### config.mk
export PLATFORM = sky130hd
export DESIGN_NAME = pipe_hazard_ctrl_flat
export DESIGN_NICKNAME = d
export VERILOG_FILES = /design/src/rtl/pipe_hazard_ctrl_if.sv /design/src/rtl/pipe_hazard_ctrl.sv /design/src/flat_wrapper.sv
export SDC_FILE = /design/constraint.sdc
export NUM_CORES = 1
export LEC_CHECK = 0
export ABC_AREA = 1
export BUFFER_PORTS_ARGS = -buffer_cell sky130_fd_sc_hd__clkbuf_2
export CELL_PAD_IN_SITES_DETAIL_PLACEMENT = 0
export CELL_PAD_IN_SITES_GLOBAL_PLACEMENT = 1
export CORE_ASPECT_RATIO = 1.75
export CORE_MARGIN = 5
export CORE_UTILIZATION = 29
export CTS_CLUSTER_SIZE = 20
export DETAILED_ROUTE_END_ITERATION = 6
export PLACE_DENSITY = 0.85
export SLEW_MARGIN = 25
export SYNTH_ARGS = -nofsm -noshare
export SYNTH_HDL_FRONTEND = slang
export SYNTH_SLANG_ARGS = --single-unit
### constraint.sdc
create_clock -name clk -period 2 [get_ports clk]
set_clock_uncertainty 0.15 [all_clocks]
set_input_delay 0.2 -clock clk [delete_from_list [all_inputs] [get_ports clk]]
set_output_delay 0.2 -clock clk [all_outputs]
set_load 0.01 [all_outputs]
### src/rtl/pipe_hazard_ctrl_if.sv
// Hazard control bundle between the pipeline datapath and the central hazard
// controller. The datapath reports register usage and memory/exception status.
// The controller returns per-stage stall/flush controls and forwarding selects.
interface hazard_intf;
    // Decode stage
    logic [4:0] rsD;
    logic [4:0] rtD;
    logic       branchD;
    // Execute stage
    logic [4:0] rsE;
    logic [4:0] rtE;
    logic [4:0] writeregE;
    logic       regwriteE;
    logic       memtoregE;
    logic       div_startE;
    // Memory stage
    logic [4:0] writeregM;
    logic       regwriteM;
    logic       memtoregM;
    logic       exceptionM;
    // Writeback stage
    logic [4:0] writeregW;
    logic       regwriteW;
    // Memory system status
    logic       imem_stall;
    logic       dmem_stall;
    // Controls returned to the datapath
    logic       stallF;
    logic       stallD;
    logic       stallE;
    logic       stallM;
    logic       flushD;
    logic       flushE;
    logic       flushM;
    logic       flushW;
    logic [1:0] forwardAE;
    logic [1:0] forwardBE;
    logic       forwardAD;
    logic       forwardBD;
    logic       div_busy;

    // Hazard controller side
    modport master (
        input  rsD, rtD, branchD,
        input  rsE, rtE, writeregE, regwriteE, memtoregE, div_startE,
        input  writeregM, regwriteM, memtoregM, exceptionM,
        input  writeregW, regwriteW,
        input  imem_stall, dmem_stall,
        output stallF, stallD, stallE, stallM,
        output flushD, flushE, flushM, flushW,
        output forwardAE, forwardBE, forwardAD, forwardBD,
        output div_busy
    );

    // Datapath side
    modport slave (
        output rsD, rtD, branchD,
        output rsE, rtE, writeregE, regwriteE, memtoregE, div_startE,
        output writeregM, regwriteM, memtoregM, exceptionM,
        output writeregW, regwriteW,
        output imem_stall, dmem_stall,
        input  stallF, stallD, stallE, stallM,
        input  flushD, flushE, flushM, flushW,
        input  forwardAE, forwardBE, forwardAD, forwardBD,
        input  div_busy
    );
endinterface

### src/rtl/pipe_hazard_ctrl.sv
// Central hazard controller for the five-stage F/D/E/M/W pipeline.
// It generates stall/flush controls and operand forwarding selects.
// It sequences multi-cycle divides with a down-counter.
// On an exception it flushes the pipeline and waits in EXC_WAIT for an
// outstanding instruction fetch to return.
module pipe_hazard_ctrl #(
    parameter int DIV_CYCLES = 32
) (
    input  logic       clk,
    input  logic       resetn,
    hazard_intf.master hz
);

    localparam int CNT_W = $clog2(DIV_CYCLES);
    localparam logic [CNT_W-1:0] CNT_LOAD = CNT_W'(DIV_CYCLES - 1);

    typedef enum logic [1:0] {
        S_IDLE     = 2'd0,
        S_DIV      = 2'd1,
        S_EXC_WAIT = 2'd2
    } state_t;

    state_t           r_state;
    state_t           w_state_nxt;
    logic [CNT_W-1:0] r_cnt;
    logic [CNT_W-1:0] w_cnt_nxt;

    logic       w_lw;
    logic       w_br;
    logic       w_dv;
    logic       w_e_hits_d;
    logic       w_m_hits_d;
    logic [1:0] w_fwd_ae;
    logic [1:0] w_fwd_be;
    logic       w_fwd_ad;
    logic       w_fwd_bd;

    // Hazard detection and forwarding match logic; M wins over W for E operands
    always_comb begin
        w_e_hits_d = hz.regwriteE && (hz.writeregE != 5'd0) &&
                     ((hz.writeregE == hz.rsD) || (hz.writeregE == hz.rtD));
        w_m_hits_d = hz.memtoregM && (hz.writeregM != 5'd0) &&
                     ((hz.writeregM == hz.rsD) || (hz.writeregM == hz.rtD));
        w_lw = hz.memtoregE && w_e_hits_d;
        w_br = hz.branchD && (w_e_hits_d || w_m_hits_d);
        w_dv = ((r_state == S_IDLE) && hz.div_startE) ||
               ((r_state == S_DIV) && (r_cnt != '0));

        w_fwd_ae = 2'b00;
        if (hz.regwriteM && (hz.writeregM != 5'd0) && (hz.writeregM == hz.rsE))
            w_fwd_ae = 2'b10;
        else if (hz.regwriteW && (hz.writeregW != 5'd0) && (hz.writeregW == hz.rsE))
            w_fwd_ae = 2'b01;

        w_fwd_be = 2'b00;
        if (hz.regwriteM && (hz.writeregM != 5'd0) && (hz.writeregM == hz.rtE))
            w_fwd_be = 2'b10;
        else if (hz.regwriteW && (hz.writeregW != 5'd0) && (hz.writeregW == hz.rtE))
            w_fwd_be = 2'b01;

        w_fwd_ad = hz.regwriteM && (hz.writeregM != 5'd0) && (hz.writeregM == hz.rsD);
        w_fwd_bd = hz.regwriteM && (hz.writeregM != 5'd0) && (hz.writeregM == hz.rtD);
    end

    // Next-state and divide counter; an exception aborts any divide in progress
    always_comb begin
        w_state_nxt = r_state;
        w_cnt_nxt   = r_cnt;
        if (hz.exceptionM) begin
            w_state_nxt = hz.imem_stall ? S_EXC_WAIT : S_IDLE;
            w_cnt_nxt   = '0;
        end else begin
            case (r_state)
                S_IDLE: begin
                    if (hz.div_startE && !hz.dmem_stall) begin
                        w_state_nxt = S_DIV;
                        w_cnt_nxt   = CNT_LOAD;
                    end
                end
                S_DIV: begin
                    // The counter keeps running under dmem_stall; only the exit waits
                    if (r_cnt != '0)
                        w_cnt_nxt = r_cnt - CNT_W'(1);
                    else if (!hz.dmem_stall)
                        w_state_nxt = S_IDLE;
                end
                S_EXC_WAIT: begin
                    if (!hz.imem_stall)
                        w_state_nxt = S_IDLE;
                end
                default: begin
                    w_state_nxt = S_IDLE;
                    w_cnt_nxt   = '0;
                end
            endcase
        end
    end

    // Stall/flush controls: exception first, then EXC_WAIT, then the outermost stall cause
    always_comb begin
        hz.stallF    = 1'b0;
        hz.stallD    = 1'b0;
        hz.stallE    = 1'b0;
        hz.stallM    = 1'b0;
        hz.flushD    = 1'b0;
        hz.flushE    = 1'b0;
        hz.flushM    = 1'b0;
        hz.flushW    = 1'b0;
        hz.forwardAE = 2'b00;
        hz.forwardBE = 2'b00;
        hz.forwardAD = 1'b0;
        hz.forwardBD = 1'b0;
        hz.div_busy  = 1'b0;
        if (!resetn) begin
            hz.flushD = 1'b1;
            hz.flushE = 1'b1;
            hz.flushM = 1'b1;
            hz.flushW = 1'b1;
        end else begin
            hz.forwardAE = w_fwd_ae;
            hz.forwardBE = w_fwd_be;
            hz.forwardAD = w_fwd_ad;
            hz.forwardBD = w_fwd_bd;
            hz.div_busy  = (r_state == S_DIV) || ((r_state == S_IDLE) && hz.div_startE);
            if (hz.exceptionM) begin
                // All stalls released so F loads the exception vector
                hz.flushD = 1'b1;
                hz.flushE = 1'b1;
                hz.flushM = 1'b1;
                hz.flushW = 1'b1;
            end else if (r_state == S_EXC_WAIT) begin
                // The wrong-path fetch is discarded, including on the return cycle
                hz.flushD = 1'b1;
                hz.stallF = hz.imem_stall;
            end else if (hz.dmem_stall) begin
                hz.stallF = 1'b1;
                hz.stallD = 1'b1;
                hz.stallE = 1'b1;
                hz.stallM = 1'b1;
                hz.flushW = 1'b1;
            end else if (w_dv) begin
                hz.stallF = 1'b1;
                hz.stallD = 1'b1;
                hz.stallE = 1'b1;
                hz.flushM = 1'b1;
            end else if (w_lw || w_br) begin
                hz.stallF = 1'b1;
                hz.stallD = 1'b1;
                hz.flushE = 1'b1;
            end else if (hz.imem_stall) begin
                hz.stallF = 1'b1;
                hz.flushD = 1'b1;
            end
        end
    end

    // State and counter registers with synchronous active-low reset
    always_ff @(posedge clk) begin
        if (!resetn) begin
            r_state <= S_IDLE;
            r_cnt   <= '0;
        end else begin
            r_state <= w_state_nxt;
            r_cnt   <= w_cnt_nxt;
        end
    end

endmodule

### src/flat_wrapper.sv
// flat-port wrapper written by rule: the top's interface ports become plain ports
module pipe_hazard_ctrl_flat 
#(
    parameter int DIV_CYCLES = 32
)
  (clk, resetn, hz_rsD, hz_rtD, hz_branchD, hz_rsE, hz_rtE, hz_writeregE, hz_regwriteE, hz_memtoregE, hz_div_startE, hz_writeregM, hz_regwriteM, hz_memtoregM, hz_exceptionM, hz_writeregW, hz_regwriteW, hz_imem_stall, hz_dmem_stall, hz_stallF, hz_stallD, hz_stallE, hz_stallM, hz_flushD, hz_flushE, hz_flushM, hz_flushW, hz_forwardAE, hz_forwardBE, hz_forwardAD, hz_forwardBD, hz_div_busy);
  hazard_intf hz_i ();
  input  logic clk;
  input  logic resetn;
  input wire logic [$bits(hz_i.rsD)-1:0] hz_rsD;
  input wire logic [$bits(hz_i.rtD)-1:0] hz_rtD;
  input wire logic [$bits(hz_i.branchD)-1:0] hz_branchD;
  input wire logic [$bits(hz_i.rsE)-1:0] hz_rsE;
  input wire logic [$bits(hz_i.rtE)-1:0] hz_rtE;
  input wire logic [$bits(hz_i.writeregE)-1:0] hz_writeregE;
  input wire logic [$bits(hz_i.regwriteE)-1:0] hz_regwriteE;
  input wire logic [$bits(hz_i.memtoregE)-1:0] hz_memtoregE;
  input wire logic [$bits(hz_i.div_startE)-1:0] hz_div_startE;
  input wire logic [$bits(hz_i.writeregM)-1:0] hz_writeregM;
  input wire logic [$bits(hz_i.regwriteM)-1:0] hz_regwriteM;
  input wire logic [$bits(hz_i.memtoregM)-1:0] hz_memtoregM;
  input wire logic [$bits(hz_i.exceptionM)-1:0] hz_exceptionM;
  input wire logic [$bits(hz_i.writeregW)-1:0] hz_writeregW;
  input wire logic [$bits(hz_i.regwriteW)-1:0] hz_regwriteW;
  input wire logic [$bits(hz_i.imem_stall)-1:0] hz_imem_stall;
  input wire logic [$bits(hz_i.dmem_stall)-1:0] hz_dmem_stall;
  output wire logic [$bits(hz_i.stallF)-1:0] hz_stallF;
  output wire logic [$bits(hz_i.stallD)-1:0] hz_stallD;
  output wire logic [$bits(hz_i.stallE)-1:0] hz_stallE;
  output wire logic [$bits(hz_i.stallM)-1:0] hz_stallM;
  output wire logic [$bits(hz_i.flushD)-1:0] hz_flushD;
  output wire logic [$bits(hz_i.flushE)-1:0] hz_flushE;
  output wire logic [$bits(hz_i.flushM)-1:0] hz_flushM;
  output wire logic [$bits(hz_i.flushW)-1:0] hz_flushW;
  output wire logic [$bits(hz_i.forwardAE)-1:0] hz_forwardAE;
  output wire logic [$bits(hz_i.forwardBE)-1:0] hz_forwardBE;
  output wire logic [$bits(hz_i.forwardAD)-1:0] hz_forwardAD;
  output wire logic [$bits(hz_i.forwardBD)-1:0] hz_forwardBD;
  output wire logic [$bits(hz_i.div_busy)-1:0] hz_div_busy;
  assign hz_i.rsD = hz_rsD;
  assign hz_i.rtD = hz_rtD;
  assign hz_i.branchD = hz_branchD;
  assign hz_i.rsE = hz_rsE;
  assign hz_i.rtE = hz_rtE;
  assign hz_i.writeregE = hz_writeregE;
  assign hz_i.regwriteE = hz_regwriteE;
  assign hz_i.memtoregE = hz_memtoregE;
  assign hz_i.div_startE = hz_div_startE;
  assign hz_i.writeregM = hz_writeregM;
  assign hz_i.regwriteM = hz_regwriteM;
  assign hz_i.memtoregM = hz_memtoregM;
  assign hz_i.exceptionM = hz_exceptionM;
  assign hz_i.writeregW = hz_writeregW;
  assign hz_i.regwriteW = hz_regwriteW;
  assign hz_i.imem_stall = hz_imem_stall;
  assign hz_i.dmem_stall = hz_dmem_stall;
  assign hz_stallF = hz_i.stallF;
  assign hz_stallD = hz_i.stallD;
  assign hz_stallE = hz_i.stallE;
  assign hz_stallM = hz_i.stallM;
  assign hz_flushD = hz_i.flushD;
  assign hz_flushE = hz_i.flushE;
  assign hz_flushM = hz_i.flushM;
  assign hz_flushW = hz_i.flushW;
  assign hz_forwardAE = hz_i.forwardAE;
  assign hz_forwardBE = hz_i.forwardBE;
  assign hz_forwardAD = hz_i.forwardAD;
  assign hz_forwardBD = hz_i.forwardBD;
  assign hz_div_busy = hz_i.div_busy;
  pipe_hazard_ctrl #(.DIV_CYCLES(DIV_CYCLES)) u_core (.clk(clk), .resetn(resetn), .hz(hz_i));
endmodule
== Yosys cells after proc, flatten, opt, wreduce, memory -nomap -nowiden ==
Index checks and enable logic that the tools add are counted.

* Equal/unequal tests: 16
* Reduce and logical (&&, ||, !) cells: 32
* Bitwise logic cells: 2
* Add/sub/neg operators: 1
* Multiplexer cells: 58

{| class="wikitable"
|+ Operator list
! operator !! number
|-
| 1-bit two-way mux || 44
|-
| 5-bit == test || 8
|-
| 2-bit two-way mux || 10
|-
| 5-bit nonzero test || 4
|-
| 1-bit logical AND || 17
|-
| 5-bit case mux with 3 select lines || 1
|-
| 3-bit inequality test, second input constant || 4
|-
| 5-bit two-way mux || 2
|-
| 1-bit logical OR || 6
|-
| 2-bit case mux with 3 select lines || 1
|-
| 5-bit by 1-bit subtractor with 5-bit output, second input constant || 1
|-
| 2-bit inequality test, second input constant || 2
|-
| 4-bit AND reduction || 1
|-
| 3-bit AND reduction || 1
|-
| 2-bit by 1-bit == test with 1-bit output, second input constant || 1
|-
| 2-bit == test, second input constant || 1
|-
| 2-bit zero test || 1
|-
| 1-bit inverter || 2
|-
| 2-bit OR reduction || 1
|-
| 1-bit zero test || 1
|}

* Output and inout bits: 15
* Logic and storage cells: 111
* Register bits after elaboration: 7

== Longest topological paths before layout ==
Gate-level depths: netlist (run 1).

* Depth after elaboration: 12
* Mapped depth: 11
* Mapped depth without buffers: 11

== Least setup slack after synthesis (run 1) ==
OpenSTA, ideal clock, no wires.

* Path type: flip-flop to output port
* Start point: reg u_core.r_cnt[0]
* End point: out hz_stallF
* Arrival time: 1272 ps
* Buffers on the path: 0
* Path slack: 378 ps
* Cell stages (with the launch flop): 12
* Cell sequence: dfxtp_1 > inv_1 > ha_1 > nand2_2 > nor2_4 > nand2_1 > nand2_1 > nand2_1 > nor2_2 > nand3_2 > nand2_1 > nand2_1

* Word-level cells in the longest chain between the ends: 8

{| class="wikitable"
|+ RTL lines
! element !! RTL line !! text
|-
| from (decl) || pipe_hazard_ctrl.sv:25 || <nowiki>logic [CNT_W-1:0] r_cnt;</nowiki>
|-
| from (signal assigned) || pipe_hazard_ctrl.sv:164 || <nowiki>r_cnt <= w_cnt_nxt;</nowiki>
|-
| 5-bit nonzero test || pipe_hazard_ctrl.sv:47 || <nowiki>((r_state == S_DIV) && (r_cnt != '0));</nowiki>
|-
| 1-bit logical AND || pipe_hazard_ctrl.sv:47 ||
|-
| 1-bit logical OR || pipe_hazard_ctrl.sv:46 || <nowiki>w_dv = ((r_state == S_IDLE) && hz.div_startE) ||</nowiki>
|-
| 1-bit two-way mux || pipe_hazard_ctrl.sv:141 || <nowiki>end else if (w_dv) begin</nowiki>
|-
| 1-bit two-way mux || pipe_hazard_ctrl.sv:135 || <nowiki>end else if (hz.dmem_stall) begin</nowiki>
|-
| 1-bit two-way mux || pipe_hazard_ctrl.sv:131 || <nowiki>end else if (r_state == S_EXC_WAIT) begin</nowiki>
|-
| 1-bit two-way mux || pipe_hazard_ctrl.sv:125 || <nowiki>if (hz.exceptionM) begin</nowiki>
|-
| 1-bit two-way mux || pipe_hazard_ctrl.sv:114 || <nowiki>if (!resetn) begin</nowiki>
|-
| to (decl) || flat_wrapper.sv:27 || <nowiki>output wire logic [$bits(hz_i.stallF)-1:0] hz_stallF;</nowiki>
|}

No other way between the ends.

== Final worst setup path (run 1) ==
Ends and elaborated chain as after synthesis.

==> flow_summary.toml, run 1 <==
[yosys]
yosysSeqAreaShare_pct = 11.1
ys_ff_latch = 7
postSynthCellCount = 242
syn_avg_cell_area_sq_um = 5.20
yosysWarnings = 0
synth_top_area_share_pct = 25.0
synthesis.area_sq_um = 1260
synth.area.top_cells = "nand2_1, inv_1, dfxtp_1"
ys_types = 29
yosys.area.top_type = "nand2_1"
syn-num-nets = 290

[power]
vdd_ir_drop_max_mv = 0.395
p_switching_mw = 0.254
power-per-cell-area_nw_per_um2 = 389
power.leakage_nw = 1.00
clkPwrFrac_pct = 29.7
p_seq_share_pct = 22.9
swShare_pct = 37.8
cell_internal_pwr_mw = 0.418
comb_power_share_pct = 47.4
power_mw = 0.672

[status]
outcome = "complete, no violations"

[cts]
hold_buffers = 0
cts-buffers-inserted = 3
cts_buffer_depth = 2
cts_sinks = 7
clk_pin_slew_ns = 0.04
htree_levels = 1
clock_latency_ns = 0.23
ctsRootBufferMaster = "clkbuf_8"
cts_tree = "yes"

[floorplan]
start_util_pct = 30.0
rows = 31
pin_count = 62
coreArea_sq_um = 4190
die-area_sq_um = 5810
die-width_um = 59.8
die_y_um = 97.2

[min_path]
hold_depth = 3
hold_class = "input pin to flip-flop"

[cells_and_area]
design_area_sq_um = 1730
fillers = 485
syn_to_final_growth_pct = 37.2
layout.nets = 358
n_antenna_cell = 0
drive_above_1_share_pct = 30.1

[setup_path]
cp_common_cell = "nand2_2"
cp_slowest_cell = "dfxtp_2"
cpPeakStageDelay_ns = 0.31
worstSetupStartpointType = "flip-flop"
crit_fanout = 3
setup.worst_path.end_class = "primary output"
worstPathCellList = "inv_2 -> ha_4 -> nand2_4 -> nor2_4 -> nand2_2 -> nand2_2 -> nand2_4 -> nor2_4 -> nand3_2 -> nand2_2 -> nand2_1 -> buf_2"
required_ns = 1.65
path_class = "flip-flop to primary output"
r2r_cells = 10
arrival_ns = 1.56

[drt]
drtIter0Drc = 36
first_pass_iters = 5
wl_mm = 4.17
ant_nets = 0
drcViolationCount = 0
wire_per_inst_um = 11.6
vias_per_cell = 4.67
num_vias = 1673

[placement]
postPlaceCellArea_sq_um = 1620
place.gp.congestion = 0.810
io_buffers = 61
post-dp-hpwl_mm = 3.67

[global_route]
grt_pass1_wl_mm = 6.79
antenna_found_initial = 0
grt-ovfl-total = 0
grt_max_degree = 9
grt_pass1_vias = 1643
grtUsageTotal_pct = 14.6

[timing]
slew_headroom_pct = 63.1
hold_slack_ns = 0.0808
setup_viol = 0
drv_slew = 0
finalCritPeriodShare_pct = 95.6
hold_violations = 0
worstMarginPinSlew_ns = 0.549
fmax_ghz = 0.523
layout_min_cycle_time_ns = 1.91

[job]
timing.max_cap.violations = 0
area by class of cell:
cell class,count,area [sq um],share of cell area (%)
clock buffers,4,45.0,2.61
inverters,46,173,10.0
multi-input cells,186,963,55.8
flip-flops and latches,7,141,8.19
well taps,49,61.3,3.55
repair buffers,66,343,19.9
worst max-delay path, delay by kind of cell, from the launching register on:
family,cells,cell delay (ns)
buffers and inverters,2,0.21
AND/OR/NAND/NOR,9,0.67
flip-flops,1,0.31
adder cells (fa/ha/maj),1,0.14
final timing paths:
check	from	to	slack, ns
worst max register to register	u_core.r_cnt[1]$_SDFFE_PP0P_	u_core.r_cnt[0]$_SDFFE_PP0P_	0.44
worst min register to register	u_core.r_cnt[0]$_SDFFE_PP0P_	u_core.r_cnt[0]$_SDFFE_PP0P_	0.32
worst max-delay path	u_core.r_cnt[0]$_SDFFE_PP0P_	hz_stallF	0.09
worst min-delay path	hz_imem_stall	u_core.r_state[1]$_SDFFE_PN0P_	0.08
cells in the mapped netlist:
library cell   n
a211oi_1       1
a21oi_1        9
and2_1         1
buf_2          1
buf_4          2
dfxtp_1        7
ha_1           1
inv_1         41
inv_2          5
nand2_1       84
nand2_2        2
nand3_1       12
nand3_2        2
nand3_4        1
nand4_1        6
nor2_1        27
nor2_2         1
nor2_4         3
nor3_1         5
nor4_1         1
nor4_2         1
o211ai_1       2
o21ai_0        6
o21ai_1        5
o21ai_2        1
o21bai_1       1
o22ai_1        1
xnor2_1        7
xor2_1         6
placed cells by master, fill, tap and decap left out:
master / instances
buf_4: 5
inv_2: 7
nor2_1: 27
o21ai_0: 6
o21bai_1: 1
nand2_2: 4
nor4_1: 1
xor2_1: 6
nand3_2: 2
nand2_4: 2
o21ai_1: 5
nand2_1: 80
nor2_4: 4
inv_1: 39
a21oi_1: 9
clkbuf_2: 60
and2_1: 1
o211ai_1: 2
o22ai_1: 1
nand4_1: 6
o21ai_2: 1
nand3_1: 12
a211oi_1: 1
dfxtp_2: 1
clkbuf_8: 3
nand3_4: 1
ha_4: 1
nor4_2: 1
xnor2_1: 7
buf_2: 1
dfxtp_1: 6
clkbuf_1: 1
nor3_1: 5
metal layers:
| metal | vias to the layer above | GRT usage [%] | wire length (um) |
|---|---|---|---|
| met5 | - | 0 | 0 |
| met4 | 0 | 4.95 | 125 |
| met3 | 10 | 2.53 | 311 |
| met2 | 75 | 29.5 | 2340 |
| met1 | 705 | 13.3 | 1390 |
| li1 | 883 | - | - |
registers in the layout, summed over array words and instances (netlist names):
name            cells
u_core.r_state      2
u_core.r_cnt        5
stage by stage:
step | instances | TNS, ns | setup slack (ns) | utilization (%)
2_1_floorplan | 242 | 0 | 0.378 | -
3_3_place_gp | 351 | 0 | 0.209 | 38.7
3_5_place_dp | 351 | 0 | 0.177 | 38.7
4_1_cts | 356 | 0 | 0.00125 | 40.2
5_1_grt | 358 | -0.0189 | -0.0189 | 41.2
6_report | 358 | 0 | 0.0877 | 41.2
timing repair:
action	4_1_cts	5_1_grt
pin swaps	2	4
gates resized for setup	5	8
buffers inserted	1	2
endpoints found under the setup margin	4	4
cells by family (layout without fill, tap and decap cells):
family	Yosys count	after routing	share of synthesized area, %
compound gates	26	26	11.5
buf+inv	49	116	15.3
xor+xnor	13	13	9.05
fa+ha+maj	1	1	0.994
flops	7	7	11.1
simple gates	146	146	52.0
power by group through the flow:
stage | clock network (mW) | logic (mW) | registers, mW
2_1_floorplan | 0 | 0.180 | 0.154
3_5_place_dp | 0 | 0.298 | 0.156
4_1_cts | 0.203 | 0.308 | 0.154
3_3_place_gp | 0 | 0.297 | 0.156
6_report | 0.200 | 0.318 | 0.154
5_1_grt | 0.214 | 0.359 | 0.155
(Power assumes the default switching activity.)
==> inputs of run 2 (changes only) <==
- PLACE_DENSITY: 0.85 -> 0.81
==> run 2 against run 1 <==
  * Final cell count is the same
  * Via count is 0.18% higher
  * First-iteration DRC count up 22%
  * Worst setup slack better by 0.031 ns
  * Clock power hardly changed
==> flow_summary.toml, run 2 (synthesized netlist as in run 1, its figures left out) <==
[status]
outcome = "complete, no violations"

[placement]
io_buffers = 61
place.gp.congestion = 0.856
pre_cts_ws_ns = 0.177
post-dp-hpwl_mm = 3.87

[drt]
wl_mm = 4.27
first_pass_iters = 4
drtIter0Drc = 44
num_vias = 1676
ant_nets = 0
drcViolationCount = 0
vias_per_cell = 4.68
wire_per_inst_um = 11.9

[setup_path]
cpPeakStageDelay_ns = 0.31
r2r-end = "u_core.r_cnt[4]$_SDFFE_PP0P_"
cp_common_cell = "nand2_2"
path_class = "flip-flop to primary output"
arrival_ns = 1.53
r2r_cells = 10
cp_slowest_cell = "dfxtp_2"
worstPathCellList = "inv_2 -> ha_4 -> nand2_2 -> nor2_4 -> nand2_2 -> nand2_2 -> nand2_4 -> nor2_4 -> nand3_2 -> nand2_2 -> nand2_1 -> clkbuf_2"
timing.rr.start = "u_core.r_cnt[1]$_SDFFE_PP0P_"
worstSetupStartpointType = "flip-flop"
crit_fanout = 3
setup.worst_path.end_class = "primary output"
required_ns = 1.65
reg2reg_slack_ns = 0.41

[cts]
cts-buffers-inserted = 3
cts_sinks = 7
htree_levels = 1
hold_buffers = 0
ctsRootBufferMaster = "clkbuf_8"
cts_buffer_depth = 2
clock_latency_ns = 0.23
clk_pin_slew_ns = 0.04
cts_tree = "yes"

[global_route]
grt_max_degree = 9
grtUsageTotal_pct = 15.2
grt-ovfl-total = 0
antenna_found_initial = 0
grt_pass1_wl_mm = 6.99
grt_pass1_vias = 1692

[floorplan]
pin_count = 62
rows = 31
coreArea_sq_um = 4190
start_util_pct = 30.0
die-area_sq_um = 5810
die_y_um = 97.2
die-width_um = 59.8

[cells_and_area]
reg_top3 = "u_core.r_cnt: 5 flops, u_core.r_state: 2 flops"
regMostFlops = "u_core.r_cnt"
drive_above_1_share_pct = 30.1
layout.nets = 358
largest_reg_flops = 5
syn_to_final_growth_pct = 36.8
final_common_cell = "nand2_1"
layout_common_cells = "nand2_1, clkbuf_2, inv_1, nor2_1, nand3_1"
n_antenna_cell = 0

[timing]
setup_tns_ns = 0
finalCritPeriodShare_pct = 94.1
fmax_ghz = 0.532
setup_viol = 0
rsz0062_at_grt = "no"
layout_min_cycle_time_ns = 1.88
worstMarginPinSlew_ns = 0.258
hold_violations = 0
slew_headroom_pct = 82.7
setup_slack_ns = 0.119
drv_slew = 0

[power]
cell_internal_pwr_mw = 0.417
comb_power_share_pct = 46.9
power_mw = 0.673
swShare_pct = 38.1
power-per-cell-area_nw_per_um2 = 391
power.leakage_nw = 1.00
p_seq_share_pct = 22.9
vdd_ir_drop_max_mv = 0.220
p_switching_mw = 0.256
clkPwrFrac_pct = 30.2

[min_path]
hold_class = "input pin to flip-flop"
holdCritStartpoint = "hz_imem_stall"
whs_endpoint = "u_core.r_state[1]$_SDFFE_PN0P_"
hold_depth = 3

[job]
timing.max_cap.violations = 0
## run 2: power by group through the flow
stage / logic [mW] / clock network (mW) / registers, mW
3_5_place_dp: 0.300 / 0 / 0.156
2_1_floorplan: 0.180 / 0 / 0.154
3_3_place_gp: 0.300 / 0 / 0.156
4_1_cts: 0.315 / 0.203 / 0.154
5_1_grt: 0.357 / 0.208 / 0.155
6_report: 0.315 / 0.203 / 0.154
## run 2: through the flow
stage | hold WS, ns | instances | util [%] | cell area [sq um]
5_1_grt | 0.103 | 358 | 41.1 | 1720
6_report | 0.0683 | 358 | 41.1 | 1720
3_5_place_dp | 0.313 | 352 | 38.9 | 1630
4_1_cts | 0.0753 | 357 | 40.8 | 1710
3_3_place_gp | 0.303 | 352 | 38.9 | 1630
2_1_floorplan | 0.186 | 242 | - | 1260
## run 2: final cells by class
cell class              instances  area (sq um)
fillers                       510          2470
well taps                      49          61.3
flip-flops and latches          7           141
multi-input cells             186           958
inverters                      46           173
clock buffers                   4          45.0
repair buffers                 66           343
## run 2: critical path: cells and delay by family, from the launching register on
family / cells / cell delay (ns)
AND/OR/NAND/NOR: 9 / 0.66
flip-flops: 1 / 0.31
buffers and inverters: 2 / 0.19
adder cells (fa/ha/maj): 1 / 0.13
## run 2: timing repair
action | in CTS | in global routing
resized for setup | 9 | 2
pin swaps | 3 | 4
buffers inserted | 1 | 1
setup endpoints to repair | 4 | 4
## run 2: metal layers
layer / global-route usage (%) / wire [um] / vias up / share of wire (%)
met5: 0 / 0 / - / 0
li1: - / - / 884 / -
met4: 5.63 / 157 / 0 / 3.7
met1: 14.1 / 1390 / 725 / 33
met3: 2.53 / 254 / 9 / 5.9
met2: 30.1 / 2470 / 58 / 58
## run 2: worst max-delay path by stage
stage	from	end	slack, ns
2_1_floorplan	u_core.r_cnt[0]$_SDFFE_PP0P_	hz_stallF	0.38
3_3_place_gp	u_core.r_cnt[0]$_SDFFE_PP0P_	hz_stallF	0.21
3_5_place_dp	u_core.r_cnt[0]$_SDFFE_PP0P_	hz_stallF	0.18
4_1_cts	u_core.r_cnt[0]$_SDFFE_PP0P_	hz_stallF	0.007
5_1_grt	u_core.r_cnt[1]$_SDFFE_PP0P_	hz_stallD	0.007
6_report	u_core.r_cnt[0]$_SDFFE_PP0P_	hz_stallF	0.12
